$ cat src/rtl/dm_request_issuer_if.sv
// Issuer bus bundle: trace-entry input, cache request/response and retire outputs.
// The master modport is the issuer's own view; slave is the surrounding system.
interface dm_request_issuer_if #(
   parameter int unsigned DATA_ADDR_WIDTH = 32,
   parameter int unsigned IW              = 16
);
   logic                       in_valid;
   logic                       in_ready;
   logic [IW-1:0]              in_trace_index;
   logic [DATA_ADDR_WIDTH-1:0] in_mem_addr;
   logic                       mem_req;
   logic [DATA_ADDR_WIDTH-1:0] mem_addr;
   logic                       mem_gnt;
   logic                       mem_rvalid;
   logic                       retire_valid;
   logic [IW-1:0]              retire_trace_index;
   logic [DATA_ADDR_WIDTH-1:0] retire_mem_addr;
   logic [15:0]                merge_count;

   modport master (
      input  in_valid, in_trace_index, in_mem_addr, mem_gnt, mem_rvalid,
      output in_ready, mem_req, mem_addr, retire_valid, retire_trace_index,
             retire_mem_addr, merge_count
   );

   modport slave (
      output in_valid, in_trace_index, in_mem_addr, mem_gnt, mem_rvalid,
      input  in_ready, mem_req, mem_addr, retire_valid, retire_trace_index,
             retire_mem_addr, merge_count
   );
endinterface

$ cat src/rtl/dm_request_issuer.sv
// Tracks trace entries in a circular FIFO and issues one cache request at a time.
// Optional same-line merging is enabled by defining DM_ISSUER_MERGE_EN.
module dm_request_issuer #(
   parameter int unsigned DATA_ADDR_WIDTH = 32,
   parameter int unsigned TRACE_ENTRIES   = 65536,
   parameter int unsigned TRACKER_DEPTH   = 4,
   parameter int unsigned LINE_OFFSET     = 4
) (
   input logic                 clk,
   input logic                 rst,
   dm_request_issuer_if.master bus
);
   localparam int unsigned IW = $clog2(TRACE_ENTRIES);
   localparam int unsigned PW = $clog2(TRACKER_DEPTH);
   localparam int unsigned CW = PW + 1;

   typedef struct packed {
      logic                       occupied;
      logic                       processing;
      logic [IW-1:0]              trace_index;
      logic [DATA_ADDR_WIDTH-1:0] mem_addr;
   } cache_tracker_t;

   typedef enum logic [1:0] {
      MAKE_REQUEST,
      WAIT_FOR_PROCESSING,
      REQUEST_RETIRED
   } mem_action_t;

   cache_tracker_t             r_slots [TRACKER_DEPTH];
   logic [PW-1:0]              r_head;
   logic [PW-1:0]              r_tail;
   logic [CW-1:0]              r_count;
   mem_action_t                r_state;
   mem_action_t                w_state_next;
   logic                       r_retire_valid;
   logic [IW-1:0]              r_retire_idx;
   logic [DATA_ADDR_WIDTH-1:0] r_retire_addr;

   logic w_in_ready;
   logic w_accept;
   logic w_alloc;
   logic w_mem_req;
   logic w_grant;
   logic w_retire;

   // rst gates readiness directly so nothing is offered as accepted while held in reset
   assign w_in_ready = !rst && (r_count < CW'(TRACKER_DEPTH));
   assign w_accept   = bus.in_valid && w_in_ready;

   always_comb begin
      w_state_next = r_state;
      w_mem_req    = 1'b0;
      w_grant      = 1'b0;
      w_retire     = 1'b0;
      case (r_state)
         MAKE_REQUEST: begin
            w_mem_req = r_slots[r_head].occupied;
            if (w_mem_req && bus.mem_gnt) begin
               w_grant      = 1'b1;
               w_state_next = WAIT_FOR_PROCESSING;
            end
         end
         WAIT_FOR_PROCESSING: begin
            if (bus.mem_rvalid) w_state_next = REQUEST_RETIRED;
         end
         REQUEST_RETIRED: begin
            w_retire     = 1'b1;
            w_state_next = MAKE_REQUEST;
         end
         default: w_state_next = MAKE_REQUEST;
      endcase
   end

`ifdef DM_ISSUER_MERGE_EN
   logic        w_line_hit;
   logic [15:0] r_merge_count;

   // Head slot stays occupied through WAIT and RETIRED, so it participates in matching
   always_comb begin
      w_line_hit = 1'b0;
      for (int unsigned i = 0; i < TRACKER_DEPTH; i++) begin
         if (r_slots[i].occupied &&
             (r_slots[i].mem_addr[DATA_ADDR_WIDTH-1:LINE_OFFSET] ==
              bus.in_mem_addr[DATA_ADDR_WIDTH-1:LINE_OFFSET]))
            w_line_hit = 1'b1;
      end
   end

   assign w_alloc = w_accept && !w_line_hit;

   always_ff @(posedge clk) begin
      if (rst)
         r_merge_count <= '0;
      else if (w_accept && w_line_hit && (r_merge_count != 16'hFFFF))
         r_merge_count <= r_merge_count + 16'd1;
   end

   assign bus.merge_count = r_merge_count;
`else
   assign w_alloc         = w_accept;
   assign bus.merge_count = '0;
`endif

   always_ff @(posedge clk) begin
      if (rst) begin
         for (int unsigned i = 0; i < TRACKER_DEPTH; i++) r_slots[i] <= '0;
         r_head         <= '0;
         r_tail         <= '0;
         r_count        <= '0;
         r_state        <= MAKE_REQUEST;
         r_retire_valid <= 1'b0;
         r_retire_idx   <= '0;
         r_retire_addr  <= '0;
      end else begin
         r_state        <= w_state_next;
         r_retire_valid <= w_retire;
         r_retire_idx   <= w_retire ? r_slots[r_head].trace_index : '0;
         r_retire_addr  <= w_retire ? r_slots[r_head].mem_addr : '0;
         if (w_grant) r_slots[r_head].processing <= 1'b1;
         if (w_retire) begin
            r_slots[r_head] <= '0;
            r_head          <= r_head + 1'b1;
         end
         // Full tracker refuses input, so tail never lands on the retiring head slot
         if (w_alloc) begin
            r_slots[r_tail] <= '{occupied: 1'b1, processing: 1'b0,
                                 trace_index: bus.in_trace_index,
                                 mem_addr: bus.in_mem_addr};
            r_tail          <= r_tail + 1'b1;
         end
         case ({w_alloc, w_retire})
            2'b10:   r_count <= r_count + 1'b1;
            2'b01:   r_count <= r_count - 1'b1;
            default: r_count <= r_count;
         endcase
      end
   end

   assign bus.in_ready           = w_in_ready;
   assign bus.mem_req            = w_mem_req;
   assign bus.mem_addr           = r_slots[r_head].mem_addr;
   assign bus.retire_valid       = r_retire_valid;
   assign bus.retire_trace_index = r_retire_idx;
   assign bus.retire_mem_addr    = r_retire_addr;
endmodule
$ cat src/flat_wrapper.sv
// flat-port wrapper written by rule: the top's interface ports become plain ports
module dm_request_issuer_flat 
#(
   parameter int unsigned DATA_ADDR_WIDTH = 32,
   parameter int unsigned TRACE_ENTRIES   = 65536,
   parameter int unsigned TRACKER_DEPTH   = 4,
   parameter int unsigned LINE_OFFSET     = 4
)
  (clk, rst, bus_in_valid, bus_in_trace_index, bus_in_mem_addr, bus_mem_gnt, bus_mem_rvalid, bus_in_ready, bus_mem_req, bus_mem_addr, bus_retire_valid, bus_retire_trace_index, bus_retire_mem_addr, bus_merge_count);
  dm_request_issuer_if #(.DATA_ADDR_WIDTH(DATA_ADDR_WIDTH)) bus_i ();
  input logic clk;
  input logic rst;
  input wire logic [$bits(bus_i.in_valid)-1:0] bus_in_valid;
  input wire logic [$bits(bus_i.in_trace_index)-1:0] bus_in_trace_index;
  input wire logic [$bits(bus_i.in_mem_addr)-1:0] bus_in_mem_addr;
  input wire logic [$bits(bus_i.mem_gnt)-1:0] bus_mem_gnt;
  input wire logic [$bits(bus_i.mem_rvalid)-1:0] bus_mem_rvalid;
  output wire logic [$bits(bus_i.in_ready)-1:0] bus_in_ready;
  output wire logic [$bits(bus_i.mem_req)-1:0] bus_mem_req;
  output wire logic [$bits(bus_i.mem_addr)-1:0] bus_mem_addr;
  output wire logic [$bits(bus_i.retire_valid)-1:0] bus_retire_valid;
  output wire logic [$bits(bus_i.retire_trace_index)-1:0] bus_retire_trace_index;
  output wire logic [$bits(bus_i.retire_mem_addr)-1:0] bus_retire_mem_addr;
  output wire logic [$bits(bus_i.merge_count)-1:0] bus_merge_count;
  assign bus_i.in_valid = bus_in_valid;
  assign bus_i.in_trace_index = bus_in_trace_index;
  assign bus_i.in_mem_addr = bus_in_mem_addr;
  assign bus_i.mem_gnt = bus_mem_gnt;
  assign bus_i.mem_rvalid = bus_mem_rvalid;
  assign bus_in_ready = bus_i.in_ready;
  assign bus_mem_req = bus_i.mem_req;
  assign bus_mem_addr = bus_i.mem_addr;
  assign bus_retire_valid = bus_i.retire_valid;
  assign bus_retire_trace_index = bus_i.retire_trace_index;
  assign bus_retire_mem_addr = bus_i.retire_mem_addr;
  assign bus_merge_count = bus_i.merge_count;
  dm_request_issuer #(.DATA_ADDR_WIDTH(DATA_ADDR_WIDTH), .TRACE_ENTRIES(TRACE_ENTRIES), .TRACKER_DEPTH(TRACKER_DEPTH), .LINE_OFFSET(LINE_OFFSET)) u_core (.clk(clk), .rst(rst), .bus(bus_i));
endmodule
$ cat config.mk
export PLATFORM = sky130hd
export DESIGN_NAME = dm_request_issuer_flat
export DESIGN_NICKNAME = d
export VERILOG_FILES = /design/src/rtl/dm_request_issuer_if.sv /design/src/rtl/dm_request_issuer.sv /design/src/flat_wrapper.sv
export SDC_FILE = /design/constraint.sdc
export NUM_CORES = 1
export LEC_CHECK = 0
export CAP_MARGIN = 20
export CORE_AREA = 2 2 142 144
export DETAILED_ROUTE_END_ITERATION = 10
export DIE_AREA = 0 0 144 146
export GPL_ROUTABILITY_DRIVEN = 0
export PLACE_DENSITY = 0.79
export SYNTH_ARGS = -nofsm -noshare
export SYNTH_HDL_FRONTEND = slang
export SYNTH_SLANG_ARGS = --single-unit
$ cat constraint.sdc
create_clock -name clk -period 7.07 [get_ports clk]
set_input_delay 1.414 -clock clk [delete_from_list [all_inputs] [get_ports clk]]
set_output_delay 1.414 -clock clk [all_outputs]
set_load 0.03 [all_outputs]
**Yosys cells after proc, flatten, opt, wreduce, memory -nomap -nowiden**

Memory sizes are Yosys's and may differ from the RTL's. A register that Yosys moved wholly into a read port is not among the register bits.
Cells that the tools add are included.

- Logic and storage cells: 59
- Memories kept: 1
- Bits in latches: 0
- Input port bits: 53
- Memory bits (writable): 200
- Flip-flop bits (word level): 58
- ROM bits: 0
- Output and inout port bits: 99

Memory list:

| memory | words | width | rd ports | clocked after memory_dff | wr ports | RTL line | text |
|---|---|---|---|---|---|---|---|
| u_core.r_slots | 4 | 50 | 1 | 1 | 4 | dm_request_issuer.sv:30 | `cache_tracker_t r_slots [TRACKER_DEPTH];` |

- Reductions and logical operators: 10
- Divide/modulo/power cells: 0
- Shifts and indexed selects: 0
- Add/sub/neg operators: 4
- Bitwise gates (word level): 2
- Magnitude comparators: 1
- Multiply operators: 0
- Equality and inequality tests: 6
- Mux-type cells: 28

Operators by type and width:

| kind | number |
|---|---|
| two-way mux 50 bit | 2 |
| OR reduction 50 bit | 2 |
| two-way mux 1 bit | 17 |
| two-way mux 2 bit | 7 |
| one-hot mux 3 bit (2 select lines) | 1 |
| adder 2 x 1 -> 2 bit, second input constant | 2 |
| equality test 2 x 1 -> 1 bit, second input constant | 2 |
| equality test 2 bit, second input constant | 2 |
| one-hot mux 2 bit (2 select lines) | 1 |
| adder 3 x 1 -> 3 bit, second input constant | 1 |
| logical AND 1 bit | 3 |
| less-than comparator 3 bit, second input constant | 1 |
| subtractor 3 x 1 -> 3 bit, second input constant | 1 |
| zero test 2 bit | 1 |
| != test 2 x 1 -> 1 bit, second input constant | 1 |
| != test 2 bit, second input constant | 1 |
| AND reduction 2 bit | 1 |
| nonzero test 2 bit | 1 |
| OR reduction 2 bit | 1 |
| zero test 1 bit | 1 |
| NOT 1 bit | 1 |
| bitwise OR 1 bit | 1 |

**Depth between registers and ports, before layout**

- Depth after elaboration: 9
- Gate-level depth with buffers: 9
- Depth with buffers taken out: 7

**Worst setup path after synthesis**

Ideal clock, no wire load.

- Path kind: input port to flip-flop
- Start: in rst
- End: mem u_core.r_slots[0][0] (netlist name), enable pin
- Path slack: 3274 ps
- Path buffers: 2
- Stages on the path: 5
- Library setup time: 413 ps
- Arrival time: 3382 ps
- Data required time: 6657 ps
- Cells stage by stage: buf_2 > nor3b_4 > clkbuf_2 > and2_1 > nand2b_1

RTL lines:

| element | RTL line | text |
|---|---|---|
| from (decl) | flat_wrapper.sv:12 | `input logic rst;` |
| to (decl) | dm_request_issuer.sv:30 |  |

**Worst setup path in the final report**

- Start: in rst
- End: out bus_in_ready

- Longest elaborated chain between the ends: 2

Ends and longest elaborated chain:

| element | RTL line | text |
|---|---|---|
| zero test 1 bit | dm_request_issuer.sv:48 | `assign w_in_ready = !rst && (r_count < CW'(TRACKER_DEPTH));` |
| logical AND 1 bit | dm_request_issuer.sv:48 |  |
| to (decl) | flat_wrapper.sv:18 | `output wire logic [$bits(bus_i.in_ready)-1:0] bus_in_ready;` |

Every way passes these cells.

==> results.yml <==
status:
  run_status: "finished clean"
pwr:
  power_per_cell_area_nw_per_um2: 269
  power.ir.vdd_worst_uv: 216
  leakage_uw: 0.00529
synth:
  synth_top_area_cell: "sky130_fd_sc_hd__edfxtp_1"
  ys_seq_elements: 256
  yosysWarnings: 0
  synth.area.top_cells: "sky130_fd_sc_hd__edfxtp_1 (55%), sky130_fd_sc_hd__dfxtp_1 (12%), sky130_fd_sc_hd__and3_1 (11%)"
  synth_cells: 678
  average_footprint_of_a_synthesized_cell_um2: 15.5
  synth.distinct_cells: 34
  syn-cell-area_um2: 10500
  proportion_of_synthesized_chip_area_in_sequential_cells_pct: 67.2
  yosysTopAreaCellShare_pct: 55.0
detailed_routing:
  drtIter0Drc: 526
  detailroute.via_count: 6122
  route.met2.wl_mm: 11.8
  ant_nets: 0
  drt_pass_1_iters: 5
  routedWlPerCell_um: 20.6
  top_signal_layer_used: "met4"
  wl_mm: 22.1
  dr_wl_met3_mm: 1.71
  detail_route.wirelength.met1_mm: 8.11
  vias_per_cell: 5.70
  drc: 0
global_route:
  grt_overflow_total: 0
  grt_antenna_before_repair: 0
  first_pass_grt_wire_length_mm: 34.3
  track_usage_pct: 21.2
  first_global_vias: 6453
  grt_max_degree: 145
finish:
  number_of_inserted_diodes: 0
  fin_area_um2: 12800
  fin_nets: 848
  layout-drive-gt1-share_pct: 13.7
  postLayoutCoreUtil_pct: 66.3
  area_growth_syn_to_layout_pct: 22.4
sta:
  period_minus_slack_ps: 4440
  final.period_utilization_pct: 62.8
  setup_viol: 0
  fmaxAchievable_mhz: 225
  worst_pin_slew_ps: 1030
  final_hold_viol_count: 0
  slew_violations: 0
  setup_total_negative_slack_ps: 0
  fin_worst_hold_slack_ps: 467
  grt_setup_unrepaired: "false"
  timing.clock.skew_ps: 21.0
  max-slew-margin-rel_pct: 31.4
worst_setup_path:
  criticalPathCategory: "in -> out"
  cp.required_ps: 5660
  timing.critical_path.fanout_max: 17
  crit_path_start_kind: "input port"
  worst-endpoint-arrival_ps: 3030
  cp-end-kind: "output pin"
cts:
  setup_fix_buffers_added_after_clock_tree_synthesis: 0
  tritoncts_num_sinks: 256
  cts_max_path_buffers: 3
  clockRootBuffer: "sky130_fd_sc_hd__clkbuf_16"
  cts_made_buffers: 26
  cts_repair_resize_count: 0
  post_cts_hold_buffer_count: 0
  ctsHtreeMaxLevel: 1
  clk_latency_ps: 520
  tritoncts: "yes"
  cts.clk_slew.worst_paths_ps: 60
floorplan:
  ioPinCount: 152
  placeableCoreArea_um2: 19300
  floorplan.initialDensity_pct: 54.2
  floorplan.die.width_um: 144
  die_area_um2: 21000
  num_rows: 51
  die_h_um: 146
job:
  cap_viol_max_count: 0
hold_path:
  hold_class: "reg -> reg"
place:
  dpl.hpwl_mm: 11.8
  portBuffers: 135
  detailed_place.area_um2: 11900
==> stage by stage <==
step | instances | total power, uW | setup WS (ps)
2_1_floorplan | 693 | 1930 | 3270
3_3_place_gp | 1025 | 2040 | 2660
3_5_place_dp | 1025 | 2050 | 2630
4_1_cts | 1073 | 3480 | 2630
5_1_grt | 1074 | 3560 | 2570
6_report | 1074 | 3450 | 2630
==> Yosys cell counts <==
cell / instances
sky130_fd_sc_hd__a21o_1: 4
sky130_fd_sc_hd__and2_1: 52
sky130_fd_sc_hd__or3_1: 1
sky130_fd_sc_hd__fa_1: 1
sky130_fd_sc_hd__nor3b_4: 1
sky130_fd_sc_hd__xor2_1: 1
sky130_fd_sc_hd__buf_1: 4
sky130_fd_sc_hd__and3_1: 192
sky130_fd_sc_hd__buf_12: 2
sky130_fd_sc_hd__edfxtp_1: 192
sky130_fd_sc_hd__a31oi_1: 3
sky130_fd_sc_hd__buf_4: 19
sky130_fd_sc_hd__dfxtp_1: 64
sky130_fd_sc_hd__mux2i_1: 2
sky130_fd_sc_hd__nor3b_1: 2
sky130_fd_sc_hd__nor2b_1: 2
sky130_fd_sc_hd__nand3b_1: 1
sky130_fd_sc_hd__inv_1: 5
sky130_fd_sc_hd__clkbuf_2: 14
sky130_fd_sc_hd__and2b_1: 1
sky130_fd_sc_hd__nor3_1: 2
sky130_fd_sc_hd__conb_1: 1
sky130_fd_sc_hd__nand2b_1: 4
sky130_fd_sc_hd__ha_1: 5
sky130_fd_sc_hd__xnor2_1: 4
sky130_fd_sc_hd__nor2_1: 8
sky130_fd_sc_hd__a21oi_1: 3
sky130_fd_sc_hd__buf_2: 6
sky130_fd_sc_hd__nand2_1: 1
sky130_fd_sc_hd__buf_6: 1
sky130_fd_sc_hd__nor2b_4: 1
sky130_fd_sc_hd__mux4_2: 49
sky130_fd_sc_hd__clkbuf_1: 29
sky130_fd_sc_hd__o21ai_0: 1
==> worst max-delay path, cell delays in order <==
cell and delay [ps]:
sky130_fd_sc_hd__clkdlybuf4s50_1 710, sky130_fd_sc_hd__nor2_1 200, sky130_fd_sc_hd__clkdlybuf4s50_1 700
==> final cells by class <==
type	instances	area, um2
Sequential cell	256	7050
Multi-Input combinational cell	357	3080
Inverter	5	18.8
Clock inverter	11	130
Fill cell	1310	6510
Timing Repair Buffer	143	1430
Tap cell	265	332
Clock buffer	37	786
==> metal layers <==
layer	vias up	track usage, %
met5	-	0
met4	0	7.40
met3	37	3.13
met2	286	38.0
met1	3046	26.2
li1	2753	-
==> logic make-up (layout without fill, tap and decap cells) <==
| family | Yosys count | after routing | synth area share, % |
|---|---|---|---|
| buffers and inverters | 80 | 196 | 4.17 |
| and+or+nand+nor | 268 | 268 | 16.0 |
| DFF | 256 | 256 | 67.2 |
| muxes | 51 | 51 | 10.7 |
| adders and majority gates | 6 | 6 | 0.788 |
| AOI/OAI and AO/OA | 11 | 11 | 0.656 |
| other | 1 | 16 | 0.0358 |
| xor gates and xnor gates | 5 | 5 | 0.418 |
==> registers in the layout, summed over array words and instances (netlist names), named ones only <==
signal                         flops
u_core.bus.retire_mem_addr        32
u_core.bus.retire_trace_index     16
u_core.bus.retire_valid            1
u_core.r_count                     3
u_core.r_head                      2
u_core.r_slots                   196
u_core.r_state                     2
u_core.r_tail                      2
==> final timing paths <==
path                               from                    end  slack, ps  cells after the start
setup reg to reg       u_core.r_tail[0]  u_core.r_slots[0][15]       4400                      5
hold / removal    u_core.r_slots[1][49]  u_core.r_slots[1][49]        470                      1
hold reg to reg   u_core.r_slots[1][49]  u_core.r_slots[1][49]        470                      1
setup / recovery                    rst           bus_in_ready       2630                      3
==> power by group <==
part | switching, uW | leakage (uW) | internal [uW] | total, uW
registers | 23.7 | 0.00252 | 1690 | 1720
logic | 188 | 0.00233 | 121 | 309
clock network | 547 | 0.000450 | 882 | 1430
==> cell usage in the layout (no fill, tap or decap), drive strengths merged, types with 2 or more instances in the layout <==
| cell type | count |
|---|---|
| and2 | 52 |
| xnor2 | 4 |
| a21o | 4 |
| bufinv | 3 |
| and3 | 192 |
| nor2 | 8 |
| ha | 5 |
| a31oi | 3 |
| mux2i | 2 |
| a21oi | 3 |
| conb | 16 |
| nor2b | 3 |
| edfxtp | 192 |
| clkinv | 7 |
| inv | 5 |
| nor3 | 2 |
| dfxtp | 64 |
| nand2b | 4 |
| clkdlybuf4s50 | 135 |
| nor3b | 3 |
| clkbuf | 37 |
| mux4 | 49 |
| buf | 8 |
Power figures use the tool's default switching activity.
